## src/rtl/ebv1_rd_pkg.sv

```systemverilog
// Shared geometry defaults for the line-buffer read side.
package ebv1_rd_pkg;
  localparam int CHAR_WIDTH_DEF = 11;
  localparam int LINE_WIDTH_DEF = 3;
endpackage

```

## src/rtl/read_ptr_counters.sv

```systemverilog
// Read character/line counters; one-cycle update, en gates all movement.
// newline takes priority over incr; the caller decides legality.
module read_ptr_counters
  import ebv1_rd_pkg::*;
#(
  parameter int CHAR_WIDTH = CHAR_WIDTH_DEF,
  parameter int LINE_WIDTH = LINE_WIDTH_DEF
) (
  input  logic                  clk,
  input  logic                  rst,
  input  logic                  en,
  input  logic                  incr,
  input  logic                  newline,
  output logic [CHAR_WIDTH-1:0] rd_char,
  output logic [LINE_WIDTH-1:0] rd_line
);

  logic [CHAR_WIDTH-1:0] rd_char_q, rd_char_d;
  logic [LINE_WIDTH-1:0] rd_line_q, rd_line_d;

  always_comb begin
    rd_char_d = rd_char_q;
    rd_line_d = rd_line_q;
    if (en) begin
      if (newline) begin
        rd_char_d = '0;
        rd_line_d = rd_line_q + 1'b1;
      end else if (incr) begin
        rd_char_d = rd_char_q + 1'b1;
      end
    end
  end

  always_ff @(posedge clk) begin
    if (!rst) begin
      rd_char_q <= '0;
      rd_line_q <= '0;
    end else begin
      rd_char_q <= rd_char_d;
      rd_line_q <= rd_line_d;
    end
  end

  assign rd_char = rd_char_q;
  assign rd_line = rd_line_q;

endmodule

```

## src/rtl/read_logic_storage_mp.sv

```systemverilog
// Per-line commit tracking and read pointer for a multi-line buffer; status is
// combinational from registers, state moves one cycle after a request, illegal requests pulse an error.
module read_logic_storage_mp
  import ebv1_rd_pkg::*;
#(
  parameter int CHAR_WIDTH = CHAR_WIDTH_DEF,
  parameter int LINE_WIDTH = LINE_WIDTH_DEF,
  parameter int ADDR_WIDTH = CHAR_WIDTH + LINE_WIDTH
) (
  input  logic                  clk,
  input  logic                  rst,
  input  logic                  rd_char_incr,
  input  logic                  rd_newline,
  input  logic                  wr_commit,
  input  logic [LINE_WIDTH-1:0] wr_line,
  input  logic [CHAR_WIDTH-1:0] wr_last_char,
  output logic [ADDR_WIDTH-1:0] rd_ptr,
  output logic [LINE_WIDTH-1:0] rd_line,
  output logic                  line_avail,
  output logic                  tlast_flag,
  output logic [LINE_WIDTH:0]   lines_used,
  output logic                  full,
  output logic                  empty,
  output logic                  rd_err,
  output logic                  wr_err
);

  localparam int NLINES = 1 << LINE_WIDTH;
  localparam logic [LINE_WIDTH:0] USED_MAX = {1'b1, {LINE_WIDTH{1'b0}}};

  logic [NLINES-1:0]     valid_q, valid_d;
  logic [CHAR_WIDTH-1:0] end_ptr_q [NLINES];
  logic [CHAR_WIDTH-1:0] end_ptr_d [NLINES];
  logic [LINE_WIDTH:0]   lines_used_q, lines_used_d;
  logic                  rd_err_q, rd_err_d;
  logic                  wr_err_q, wr_err_d;

  logic [CHAR_WIDTH-1:0] rd_char;
  logic                  nl_ok, inc_ok, wr_ok;

  assign line_avail = valid_q[rd_line];
  assign tlast_flag = line_avail && (rd_char == end_ptr_q[rd_line]);

  // A line being released still reads as valid, so a same-cycle commit to it is rejected.
  assign nl_ok  = rd_newline && line_avail;
  assign inc_ok = rd_char_incr && !rd_newline && line_avail && !tlast_flag;
  assign wr_ok  = wr_commit && !valid_q[wr_line];

  read_ptr_counters #(
    .CHAR_WIDTH (CHAR_WIDTH),
    .LINE_WIDTH (LINE_WIDTH)
  ) u_ptr (
    .clk     (clk),
    .rst     (rst),
    .en      (nl_ok | inc_ok),
    .incr    (inc_ok),
    .newline (nl_ok),
    .rd_char (rd_char),
    .rd_line (rd_line)
  );

  always_comb begin
    valid_d   = valid_q;
    end_ptr_d = end_ptr_q;
    if (nl_ok) valid_d[rd_line] = 1'b0;
    if (wr_ok) begin
      valid_d[wr_line]   = 1'b1;
      end_ptr_d[wr_line] = wr_last_char;
    end
    lines_used_d = lines_used_q + (LINE_WIDTH+1)'(wr_ok) - (LINE_WIDTH+1)'(nl_ok);
    rd_err_d = (rd_newline && !line_avail) ||
               (rd_char_incr && !rd_newline && (!line_avail || tlast_flag));
    wr_err_d = wr_commit && valid_q[wr_line];
  end

  always_ff @(posedge clk) begin
    if (!rst) begin
      valid_q      <= '0;
      lines_used_q <= '0;
      rd_err_q     <= 1'b0;
      wr_err_q     <= 1'b0;
    end else begin
      valid_q      <= valid_d;
      lines_used_q <= lines_used_d;
      rd_err_q     <= rd_err_d;
      wr_err_q     <= wr_err_d;
    end
  end

  // End pointers are only meaningful behind a set valid bit, so they skip reset.
  always_ff @(posedge clk) begin
    if (rst) end_ptr_q <= end_ptr_d;
  end

  assign rd_ptr     = {rd_line, rd_char};
  assign lines_used = lines_used_q;
  assign full       = (lines_used_q == USED_MAX);
  assign empty      = (lines_used_q == '0);
  assign rd_err     = rd_err_q;
  assign wr_err     = wr_err_q;

endmodule

```

## config.mk

```make
export PLATFORM = sky130hd
export DESIGN_NAME = read_logic_storage_mp
export DESIGN_NICKNAME = d
export VERILOG_FILES = /design/src/rtl/ebv1_rd_pkg.sv /design/src/rtl/read_ptr_counters.sv /design/src/rtl/read_logic_storage_mp.sv
export SDC_FILE = /design/constraint.sdc
export NUM_CORES = 1
export LEC_CHECK = 0
export BUFFER_PORTS_ARGS = -buffer_cell sky130_fd_sc_hd__buf_4
export CAP_MARGIN = 10
export CELL_PAD_IN_SITES_DETAIL_PLACEMENT = 2
export CELL_PAD_IN_SITES_GLOBAL_PLACEMENT = 2
export CORE_MARGIN = 1
export CORE_UTILIZATION = 25
export DETAILED_ROUTE_END_ITERATION = 16
export MAX_ROUTING_LAYER = met4
export PLACE_DENSITY_LB_ADDON = 0.25
export SLEW_MARGIN = 20
export SYNTH_ARGS = -nofsm -noshare
export SYNTH_HDL_FRONTEND = slang
export SYNTH_HIERARCHICAL = 1
export SYNTH_SLANG_ARGS = --single-unit
export TNS_END_PERCENT = 50
```

## constraint.sdc

```tcl
create_clock -name clk -period 7.7 [get_ports clk]
set_clock_uncertainty 0.05 [all_clocks]
set_input_delay 0.385 -clock clk [delete_from_list [all_inputs] [get_ports clk]]
set_output_delay 0.385 -clock clk [all_outputs]
set_load 0.02 [all_outputs]
```

# After elaboration in Yosys (flattened, before gate mapping)
# Cells that the tools add are included.
dict set report totals {
  ff_bits 116
  in_bits 19
  elab_cells 74
}
dict set report op_classes {
  add_sub_neg 4
  n_lt_le_gt_ge 7
  n_eq_ne 2
  mux 18
  bitwise_logic 6
  n_reduce_logical 23
}
# cell count
set op_table {}
lappend op_table {{$bwmux W88} 1}
lappend op_table {{$mux W11} 5}
lappend op_table {{$bmux W11 S3} 1}
lappend op_table {{$demux W11 S3} 1}
lappend op_table {{$mux W8} 2}
lappend op_table {{$logic_and A1 B1 Y1} 12}
lappend op_table {{$add A11 B1 Y11 const B} 1}
lappend op_table {{$eq A11 B11 Y1} 1}
lappend op_table {{$and A8 B8 Y8} 1}
lappend op_table {{$ge A4 B4 Y1 const B} 2}
lappend op_table {{$lt A3 B4 Y1 const B} 2}
lappend op_table {{$not A3 Y4} 2}
lappend op_table {{$not A8 Y8} 1}
lappend op_table {{$or A8 B8 Y8} 1}
lappend op_table {{$bmux W1 S3} 2}
lappend op_table {{$demux W1 S3} 2}
lappend op_table {{$ge A3 B1 Y1 const B} 2}
lappend op_table {{$reduce_and A2 Y1} 3}
lappend op_table {{$add A4 B1 Y4} 1}
lappend op_table {{$eq A4 B4 Y1 const B} 1}
lappend op_table {{$logic_not A1 Y1} 4}
lappend op_table {{$logic_not A4 Y1} 1}
lappend op_table {{$lt A4 B1 Y1 const B} 1}
lappend op_table {{$mux W1} 4}
lappend op_table {{other kinds (5)} 6}

# Depth between registers and ports, before layout
# Gate-level depths: netlist of run 1.
dict set report depth {
  word_depth 10
  ltp_mapped 13
  depth_no_buf 11
}

# Hierarchy
# The synthesis of run 1 kept the hierarchy.
# module instances cells_each area_per_inst_um2 seq_area_each_um2
set by_module_without_submodules {}
lappend by_module_without_submodules {read_logic_storage_mp 1 268 4440.5 2922.8}
lappend by_module_without_submodules {read_ptr_counters 1 77 694.4 280.3}

# Worst setup path before layout of run 1
# OpenSTA, ideal clock, no wires.
dict set report synth_path {
  path_type {flip-flop to flip-flop}
  from {register u_ptr.rd_line_q[0] (netlist: u_ptr/rd_line[0])}
  to {register u_ptr.rd_char_q[10] (netlist: u_ptr/rd_char[10])}
  arrival_time_ns 3.033
  t_required_ns 7.578
  slack_ns 4.545
  stages_incl_launch_ff 12
  path_cell_list {dfxtp_1 buf_6 mux4_2 mux2i_1 xor2_1 nand2_1 or4_4 o311a_1 buf_6 a21boi_0 nand2b_1 mux2i_1}
}
dict set report synth_between {
  elab_chain_cells 10
}
# element line_no
set synth_rtl {}
lappend synth_rtl {{start, declared} read_ptr_counters.sv:19} ;# logic [LINE_WIDTH-1:0] rd_line_q, rd_line_d;
lappend synth_rtl {{start signal, assigned} read_ptr_counters.sv:40} ;# rd_line_q <= rd_line_d;
lappend synth_rtl {{$not A3 Y4 (not written as such)} read_logic_storage_mp.sv:42} ;# assign tlast_flag = line_avail && (rd_char == end_ptr_q[rd_line]);
lappend synth_rtl {{$bmux W11 S3} read_logic_storage_mp.sv:42}
lappend synth_rtl {{$mux W11 (not written as such) (2 in series)} read_logic_storage_mp.sv:42}
lappend synth_rtl {{$eq A11 B11 Y1} read_logic_storage_mp.sv:42}
lappend synth_rtl {{$logic_and A1 B1 Y1} read_logic_storage_mp.sv:42}
lappend synth_rtl {{$logic_not A1 Y1} read_logic_storage_mp.sv:46} ;# assign inc_ok = rd_char_incr && !rd_newline && line_avail && !tlast_flag;
lappend synth_rtl {{$logic_and A1 B1 Y1} read_logic_storage_mp.sv:46}
lappend synth_rtl {{$reduce_bool A2 Y1 (no source line) / $or A1 B1 Y1 (equally long branches)} -}
lappend synth_rtl {{$reduce_and A2 Y1 (no source line)} -}
lappend synth_rtl {{end signal, assigned} read_ptr_counters.sv:39} ;# rd_char_q <= rd_char_d;
lappend synth_rtl {{end, declared} read_ptr_counters.sv:18} ;# logic [CHAR_WIDTH-1:0] rd_char_q, rd_char_d;
# Several ways; a longest one is shown, not always the timed one. The select of a mux whose other input is x is not followed.
# A chain may end at the register's enable or synchronous reset.

# Worst setup path after layout of run 1
dict set report layout_path {
  from {register u_ptr.rd_line_q[2] (netlist: u_ptr/rd_line[2])}
  to {output port tlast_flag}
}
dict set report layout_between {
  elab_chain_cells 6
}
# element line_no
set layout_rtl {}
lappend layout_rtl {{$not A3 Y4 (not written as such)} read_logic_storage_mp.sv:42}
lappend layout_rtl {{$bmux W11 S3} read_logic_storage_mp.sv:42}
lappend layout_rtl {{$mux W11 (not written as such) (2 in series)} read_logic_storage_mp.sv:42}
lappend layout_rtl {{$eq A11 B11 Y1} read_logic_storage_mp.sv:42}
lappend layout_rtl {{$logic_and A1 B1 Y1 *} read_logic_storage_mp.sv:42}
lappend layout_rtl {{end, declared} read_logic_storage_mp.sv:20} ;# output logic tlast_flag,
# Mark *: on every way between the ends. The rest lies on a longest branch, timed or not. The select of a mux whose other input is x is not followed.

==> impl_metrics.env, run 1 <==
export IMPL_max_stage_delay_ps=1000
export IMPL_rsz0062_at_grt="no"
export IMPL_crit_path_start_kind="register"
export IMPL_critPathArrivalTime_ps=3600
export IMPL_core_rowCount=52
export IMPL_coreArea_um2=20170
export IMPL_avgSynthCellArea_um2=14.88
export IMPL_antenna_found_initial=0
export IMPL_final_cell_mix="edfxtp_1 (88), buf_4 (51), dfxtp_1 (27)"
export IMPL_p_leak_nw=2.149
export IMPL_cp_end_kind="output pin"
export IMPL_reg2reg_slack_ps=3850
export IMPL_tightest_slew_ps=1017
export IMPL_rr_endpoint="u_ptr/rd_char[10]"
export IMPL_yosysWarnings=6
export IMPL_maxCapViolCount=0
export IMPL_gp_congestion=0.7030
export IMPL_finalSetupViolCount=0
export IMPL_grt_max_degree=40
export IMPL_via_per_inst=4.643
export IMPL_worstReg2RegStart="u_ptr/rd_line[2]"
export IMPL_vias=3162
export IMPL_synth_top_flop_cell="edfxtp_1"
export IMPL_wirelength_um=13370
export IMPL_finalWorstPathRequiredPeriod_ps=4039
export IMPL_final_hold_viol_count=0
export IMPL_clock_latency_ps=430
export IMPL_initial_core_util=0.2546
export IMPL_post_cts_resized=0
export IMPL_cts_setup_buffers=0
export IMPL_ant_nets=0
export IMPL_cts_root_buf="clkbuf_16"
export IMPL_p_total_w=0.001580
export IMPL_drive_gt1_frac=0.3066
export IMPL_final_nets=426
export IMPL_syn_nets=373
export IMPL_min_from="wr_last_char[4]"
export IMPL_grt_pass1_wl_um=21080
export IMPL_hpwl_um=8791
export IMPL_max_freq_mhz=247.6
export IMPL_setup_ws_ps=3661
export IMPL_ys_ff_latch=116
export IMPL_min_to="end_ptr_q[4]"
export IMPL_drt_iter0_markers=124
export IMPL_drt_pass1_iterations=4
export IMPL_io_pins=46
export IMPL_hold_path_class="input port to register"
export IMPL_crit_type="register to output pin"
export IMPL_numClockSinks=116
export IMPL_cpMaxStageDelayCell="dfxtp_2"
export IMPL_design_area_um2=6336
export IMPL_avgRoutedWirePerCell_um=19.63
export IMPL_fin_setup_tns_ps=0
export IMPL_ctsLongestPathBuffers=2
export IMPL_antenna_cells=0
export IMPL_netlist_instances=345
export IMPL_path_max_fanout=39
export IMPL_max_slew_margin=0.3223
export IMPL_synthToLayoutAreaGrowth_pct=23.39
export IMPL_synth_area_um2=5135
export IMPL_place_ws_ps=3812
export IMPL_worst_r2r_cell_count=9
export IMPL_path_clk_slew_ps=60
export IMPL_maxSlewViolCount=0
export IMPL_grt_pass1_vias=3490
export IMPL_die_w_um=145.3
export IMPL_crit_path_cell_trace="mux4_2 > mux2i_1 > xor2_1 > nand2_1 > or4_4 > nor3b_1 > buf_4"
export IMPL_layout_commonest_cell="edfxtp_1"
export IMPL_track_usage=0.1418
export IMPL_async_reset_ff_frac=0
export IMPL_die_h_um=145.3
export IMPL_yosysSeqAreaShare=0.6238
export IMPL_die_area_um2=21120
export IMPL_yosys_cell_types_count=55
export IMPL_crit_required_ps=7260
export IMPL_drc_errors=0
export IMPL_io_buffers=45
export IMPL_overflow=0
export IMPL_outcome="finished clean"
export IMPL_placed_area_um2=5744
export IMPL_final_core_util=0.3141
export IMPL_hold_depth=1
export IMPL_ctsHoldBuffers=0
export IMPL_cts_tree="done"
export IMPL_synth_edf_count=88
export IMPL_powerDensity_nw_per_um2=249.4
export IMPL_period_share=0.5245
export IMPL_cts_buffers=17
export IMPL_htree_num_levels=4
export IMPL_ir_worst_vdd_mv=0.1263
worst max path at each step:
| stage | from | endpoint | slack [ps] | cells past startpoint |
|---|---|---|---|---|
| 3_3_place_gp | u_ptr/rd_line[2] | u_ptr/rd_char[10] | 3960 | 9 |
| 5_1_grt | u_ptr/rd_line[2] | tlast_flag | 3470 | 7 |
| 2_1_floorplan | u_ptr/rd_line[0] | u_ptr/rd_char[10] | 4550 | 11 |
| 3_5_place_dp | u_ptr/rd_line[2] | u_ptr/rd_char[10] | 3810 | 9 |
| 4_1_cts | u_ptr/rd_line[2] | tlast_flag | 3550 | 7 |
| 6_report | u_ptr/rd_line[2] | tlast_flag | 3660 | 7 |
layout make-up:
cell class | instances | area, um2
multi-input cells | 201 | 1778
clock buffers | 19 | 432.9
fillers | 2115 | 13830
clock inverters | 13 | 158.9
inverters | 11 | 41.29
flip-flops and latches | 116 | 3204
repair buffers | 51 | 382.9
well taps | 270 | 337.8
sequential cells by signal, indices dropped and copies added (netlist names):
name,count
lines_used,4
rd_err,1
u_ptr/rd_char,11
end_ptr_q,88
wr_err,1
u_ptr/rd_line,3
valid_q,8
cells by family after synthesis:
logic type / Yosys count / share of synthesized area
multiplexers: 43 / 0.1213
AND/OR/NAND/NOR: 84 / 0.09527
flip-flops: 116 / 0.6238
buffers and inverters: 28 / 0.03436
XOR/XNOR: 14 / 0.02388
AO/OA/AOI/OAI: 51 / 0.07797
adder cells (fa/ha/maj): 9 / 0.02339
power breakdown:
group          total [W]  leakage (nW)  internal [W]  switching [W]
registers       0.000691          1.02      0.000685     0.00000646
logic          0.0000940         0.853     0.0000413      0.0000527
clock network   0.000795         0.275      0.000506       0.000289
total            0.00158          2.15       0.00123       0.000348
critical path: cells and delay by family, from the launching register on:
| kind | cells | cell delay, ps |
|---|---|---|
| mux | 2 | 690 |
| simple gates | 3 | 1060 |
| flops | 1 | 1000 |
| buf+inv | 1 | 230 |
| xor+xnor | 1 | 190 |
synthesized netlist by cell type, types with 8 or more instances:
library cell  number  area, um2
inv_1             10      37.54
dfxtp_1           28      560.5
nor3b_1           10      75.07
edfxtp_1          88       2643
a21oi_1            9      45.04
xor2_1            10      87.58
mux2_2            10      112.6
ha_1               8      100.1
nand2_1           18      67.56
nand2b_1           8      50.05
nand3_1            9      45.04
mux4_2            14      315.3
mux2i_1           18      180.2
stage by stage:
stage               std cells  hold slack, ps
floorplan                 345           415.7
CTS                       681           127.5
detailed placement        649           457.0
global placement          649           447.2
global route              681           134.6
finish                    681           143.1
per-layer routing:
metal  track usage  share of wire
met3       0.04025          0.036
met4       0.05737          0.018
met2        0.2204           0.49
met1        0.1734           0.46
met5             -              0
No activity file was read; power rests on OpenSTA's default activity.
==> run 2, diff against run 1 <==
clock period = 3.3 ns   (was 7.7 ns; I/O delays follow)
==> run 2 against run 1 <==
Compared with the run above: combinational power grew to 2.5 times the previous value; non-clock buffer count rose by 33; routed wire length grew 6.9%; clock-buffer cell count stayed put; via count rose by 4.4%; critical path type is now register to register.
==> impl_metrics.env, run 2 (synthesized netlist as in run 1, its figures left out) <==
export IMPL_outcome="finished clean"
export IMPL_overflow=0
export IMPL_hold_depth=3
export IMPL_place_ws_ps=-101.7
export IMPL_maxSlewViolCount=0
export IMPL_grt_pass1_wl_um=21980
export IMPL_via_per_inst=4.630
export IMPL_final_hold_viol_count=0
export IMPL_ant_nets=0
export IMPL_io_buffers=45
export IMPL_drc_errors=0
export IMPL_drive_gt1_frac=0.3521
export IMPL_max_stage_delay_ps=560
export IMPL_fin_setup_tns_ps=0
export IMPL_crit_path_start_kind="register"
export IMPL_min_from="rst"
export IMPL_grt_max_degree=23
export IMPL_design_area_um2=6678
export IMPL_gp_congestion=0.7693
export IMPL_p_leak_nw=2.312
export IMPL_cts_tree="done"
export IMPL_final_nets=460
export IMPL_crit_type="register to register"
export IMPL_placed_area_um2=5899
export IMPL_drt_pass1_iterations=4
export IMPL_cts_root_buf="clkbuf_16"
export IMPL_coreArea_um2=20170
export IMPL_max_slew_margin=0.6856
export IMPL_rr_endpoint="u_ptr/rd_line[0]"
export IMPL_hold_path_class="input port to register"
export IMPL_tightest_slew_ps=468.8
export IMPL_reg2reg_slack_ps=100
export IMPL_crit_family="simple AND/OR/NAND/NOR gates"
export IMPL_crit_path_cell_trace="buf_12 > mux4_2 > mux2i_4 > xor2_1 > nand2_1 > or4_4 > o311a_4 > nand2_1 > xnor2_1 > and2_1"
export IMPL_holdWs_ps=102.2
export IMPL_ir_worst_vdd_mv=0.3587
export IMPL_rsz0062_at_grt="yes"
export IMPL_initial_core_util=0.2546
export IMPL_die_h_um=145.3
export IMPL_final_core_util=0.3311
export IMPL_drt_iter0_markers=137
export IMPL_cpMostUsedCell="nand2_1"
export IMPL_period_share=0.9690
export IMPL_numClockSinks=116
export IMPL_antenna_found_initial=0
export IMPL_largest_register_ffs=88
export IMPL_cts_buffers=17
export IMPL_setup_ws_ps=102.4
export IMPL_cp_end_kind="register"
export IMPL_layout_commonest_cell="edfxtp_1"
export IMPL_track_usage=0.1481
export IMPL_crit_required_ps=3600
export IMPL_io_pins=46
export IMPL_vias=3301
export IMPL_regArea_um2=3209
export IMPL_grt_pass1_vias=3559
export IMPL_top_register="end_ptr_q"
export IMPL_synthToLayoutAreaGrowth_pct=30.04
export IMPL_wirelength_um=14300
export IMPL_htree_num_levels=4
export IMPL_finalSetupViolCount=0
export IMPL_ctsLongestPathBuffers=2
export IMPL_worstReg2RegStart="u_ptr/rd_line[1]"
export IMPL_min_to="wr_err"
export IMPL_critPathArrivalTime_ps=3500
export IMPL_worst_r2r_cell_count=10
export IMPL_worstSetupPathDepth=10
export IMPL_clock_latency_ps=420
export IMPL_finalWorstPathRequiredPeriod_ps=3198
export IMPL_multiInputGateArea_um2=1857
export IMPL_avgRoutedWirePerCell_um=20.05
export IMPL_max_freq_mhz=312.7
export IMPL_path_clk_slew_ps=60
export IMPL_die_w_um=145.3
export IMPL_fill_cells=2088
export IMPL_path_max_fanout=12
export IMPL_powerDensity_nw_per_um2=524.5
export IMPL_final_cell_mix="edfxtp_1 (88), buf_4 (65), dfxtp_1 (25)"
export IMPL_cpMaxStageDelayCell="or4_4"
export IMPL_maxCapViolCount=0
export IMPL_core_rowCount=52
export IMPL_critPathBufInv=1
export IMPL_antenna_cells=0
export IMPL_die_area_um2=21120
export IMPL_hpwl_um=9707
[run 2: how the worst max path moves through the flow]
stage / to / start
2_1_floorplan: u_ptr/rd_char[10] / u_ptr/rd_line[0]
3_3_place_gp: u_ptr/rd_char[10] / u_ptr/rd_line[0]
3_5_place_dp: u_ptr/rd_char[10] / u_ptr/rd_line[0]
4_1_cts: tlast_flag / u_ptr/rd_line[1]
5_1_grt: u_ptr/rd_char[9] / u_ptr/rd_line[1]
6_report: u_ptr/rd_line[0] / u_ptr/rd_line[1]
[run 2: layout make-up]
type                    instances  area share
flip-flops and latches        116      0.4806
multi-input cells             202      0.2781
repair buffers                 84      0.1062
clock buffers                  19     0.06483
well taps                     270     0.05059
clock inverters                11     0.01349
inverters                      11    0.006183
[run 2: power by group]
group          total, W  internal (W)  switching (W)
Clock           0.00165       0.00101       0.000642
Combinational  0.000236      0.000110       0.000126
Sequential      0.00161       0.00160      0.0000145
Total           0.00350       0.00272       0.000783
[run 2: per-stage QoR]
step | std cells | total power [W]
finish | 713 | 0.003502
global route | 713 | 0.003638
CTS | 708 | 0.003557
detailed placement | 665 | 0.001869
global placement | 665 | 0.001860
floorplan | 345 | 0.001760
[run 2: layer usage]
layer  GRT usage  part of all wire  up-vias
met3     0.03616             0.035       17
met4     0.05474             0.013        0
met5           -                 0        -
met1      0.1825              0.47     1708
met2      0.2353              0.48       53
li1            -                 -     1523
[run 2: what timing repair did]
item	CTS	global route
gates resized for setup	8	13
hold buffers	13	0
gates cloned	0	1
pin swaps	0	3
endpoints found under the hold margin	90	0
buffers inserted	0	4
endpoints found under the setup margin	14	14
[run 2: tightest hold or removal path, delay by kind of cell]
family,cells,cell delay [ps]
buffers and inverters,1,200
and+or+nand+nor,2,160
==> run 3, diff against run 2 <==
CTS_BUF_LIST = sky130_fd_sc_hd__clkbuf_16   (was not set)
==> run 3 against run 2 <==
Compared with the run above: global-route usage stayed put; routed wire length hardly changed; hold slack stayed put; clock-buffer cell count is 2 lower; first-iteration DRC count stayed put; sequential power hardly changed; critical path depth stayed put; critical path type unchanged; largest cell class unchanged.
==> impl_metrics.env, run 3 (synthesized netlist as in run 1, its figures left out) <==
export IMPL_outcome="finished clean"
export IMPL_setup_ws_ps=102.4
export IMPL_place_ws_ps=-101.7
export IMPL_path_clk_slew_ps=60
export IMPL_crit_required_ps=3600
export IMPL_ir_worst_vdd_mv=0.3587
export IMPL_final_cell_mix="edfxtp_1 (88), buf_4 (65), dfxtp_1 (25)"
export IMPL_final_nets=460
export IMPL_gp_congestion=0.7693
export IMPL_die_h_um=145.3
export IMPL_drc_errors=0
export IMPL_rr_endpoint="u_ptr/rd_line[0]"
export IMPL_cts_buffers=17
export IMPL_use_met3=0.03616
export IMPL_fill_cells=2088
export IMPL_grt_pass1_vias=3559
export IMPL_rsz0062_at_grt="yes"
export IMPL_met2_usage=0.2353
export IMPL_max_freq_mhz=312.7
export IMPL_period_share=0.9690
export IMPL_drt_iter0_markers=137
export IMPL_io_pins=46
export IMPL_drive_gt1_frac=0.3521
export IMPL_grt_use_met1=0.1825
export IMPL_die_area_um2=21120
export IMPL_critPathArrivalTime_ps=3500
export IMPL_worst_r2r_cell_count=10
export IMPL_finalWorstPathRequiredPeriod_ps=3198
export IMPL_hold_depth=3
export IMPL_placed_area_um2=5899
export IMPL_htree_num_levels=4
export IMPL_hold_path_class="input port to register"
export IMPL_hpwl_um=9707
export IMPL_cts_root_buf="clkbuf_16"
export IMPL_ctsLongestPathBuffers=2
export IMPL_drt_pass1_iterations=4
export IMPL_grt_max_degree=23
export IMPL_worstReg2RegStart="u_ptr/rd_line[1]"
export IMPL_avgRoutedWirePerCell_um=20.06
export IMPL_grt_busiest_layer="met2"
export IMPL_die_w_um=145.3
export IMPL_ant_nets=0
export IMPL_crit_type="register to register"
export IMPL_track_usage=0.1481
export IMPL_top_register="end_ptr_q"
export IMPL_multiInputGateArea_um2=1857
export IMPL_initial_core_util=0.2546
export IMPL_overflow=0
export IMPL_wirelength_um=14300
export IMPL_grt_pass1_wl_um=21980
export IMPL_holdWs_ps=102.2
export IMPL_io_buffers=45
export IMPL_p_leak_nw=2.320
export IMPL_antenna_cells=0
export IMPL_vias=3301
export IMPL_max_slew_margin=0.6856
export IMPL_cp_end_kind="register"
export IMPL_coreArea_um2=20170
export IMPL_reg2reg_slack_ps=100
export IMPL_synthToLayoutAreaGrowth_pct=30.04
export IMPL_design_area_um2=6678
export IMPL_final_hold_viol_count=0
export IMPL_clock_latency_ps=420
export IMPL_maxCapViolCount=0
export IMPL_cts_tree="done"
export IMPL_layout_commonest_cell="edfxtp_1"
export IMPL_path_max_fanout=12
export IMPL_min_from="rst"
export IMPL_finalSetupViolCount=0
export IMPL_min_to="wr_err"
export IMPL_core_rowCount=52
export IMPL_regArea_um2=3209
export IMPL_largest_register_ffs=88
export IMPL_powerDensity_nw_per_um2=523.6
export IMPL_tightest_slew_ps=468.8
export IMPL_crit_path_start_kind="register"
export IMPL_via_per_inst=4.630
export IMPL_antenna_found_initial=0
export IMPL_maxSlewViolCount=0
export IMPL_numClockSinks=116
## run 3: cell types whose count changed in the layout (fill, tap and decap cells not counted), sizes merged
cell / delta
clkbuf: -2
inv: +2
## run 3: final cells by class
class                           count  area share
Clock buffer                       17     0.06371
Tap cell                          270     0.05059
Clock inverter                     13     0.01461
Multi-Input combinational cell    202      0.2781
Inverter                           11    0.006183
Timing Repair Buffer               84      0.1062
Sequential cell                   116      0.4806
## run 3: per-stage QoR
| stage | util | std cells | power [W] | TNS [ps] |
|---|---|---|---|---|
| 5_1_grt | 0.3311 | 713 | 0.003632 | -59.44 |
| 4_1_cts | 0.3265 | 708 | 0.003551 | -8.874 |
| 3_3_place_gp | 0.2925 | 665 | 0.001860 | 0 |
| 3_5_place_dp | 0.2925 | 665 | 0.001869 | -659.1 |
| 2_1_floorplan | - | 345 | 0.001760 | 0 |
| 6_report | 0.3311 | 713 | 0.003497 | 0 |
## run 3: worst max-delay path by stage
| stage | startpoint | end | depth (start not counted) |
|---|---|---|---|
| floorplan | u_ptr/rd_line[0] | u_ptr/rd_char[10] | 11 |
| global placement | u_ptr/rd_line[0] | u_ptr/rd_char[10] | 10 |
| detailed placement | u_ptr/rd_line[0] | u_ptr/rd_char[10] | 10 |
| CTS | u_ptr/rd_line[1] | tlast_flag | 8 |
| global route | u_ptr/rd_line[1] | u_ptr/rd_char[9] | 10 |
| finish | u_ptr/rd_line[1] | u_ptr/rd_line[0] | 10 |
## run 3: per-layer routing
layer | wire (um) | share of wire | vias up
li1 | - | - | 1523
met1 | 6685 | 0.47 | 1708
met2 | 6929 | 0.48 | 53
met3 | 502 | 0.035 | 17
met4 | 182 | 0.013 | 0
met5 | 0 | 0 | -
## run 3: power by group
group	internal, W	leakage, nW	total [W]	switching, W
combinational	0.000110	1.04	0.000236	0.000126
sequential	0.00160	1.02	0.00161	0.0000145
clock	0.00101	0.260	0.00165	0.000642
total	0.00271	2.32	0.00350	0.000783
## run 3: worst max-delay path, cell delays in order, from the launching register on
cell and delay, ps:
dfxtp_2 360, buf_12 150, mux4_2 550, mux2i_4 210, xor2_1 160, nand2_1 70
or4_4 560, o311a_4 460, nand2_1 180, xnor2_1 190, and2_1 180
## run 3: what timing repair did
action                                 4_1_cts  5_1_grt
buffers inserted                             0        4
setup endpoints to repair                   14       14
pin swaps                                    0        3
endpoints found under the hold margin       90        0
gates resized for setup                      8       13
hold buffers                                13        0
cloned                                       0        1
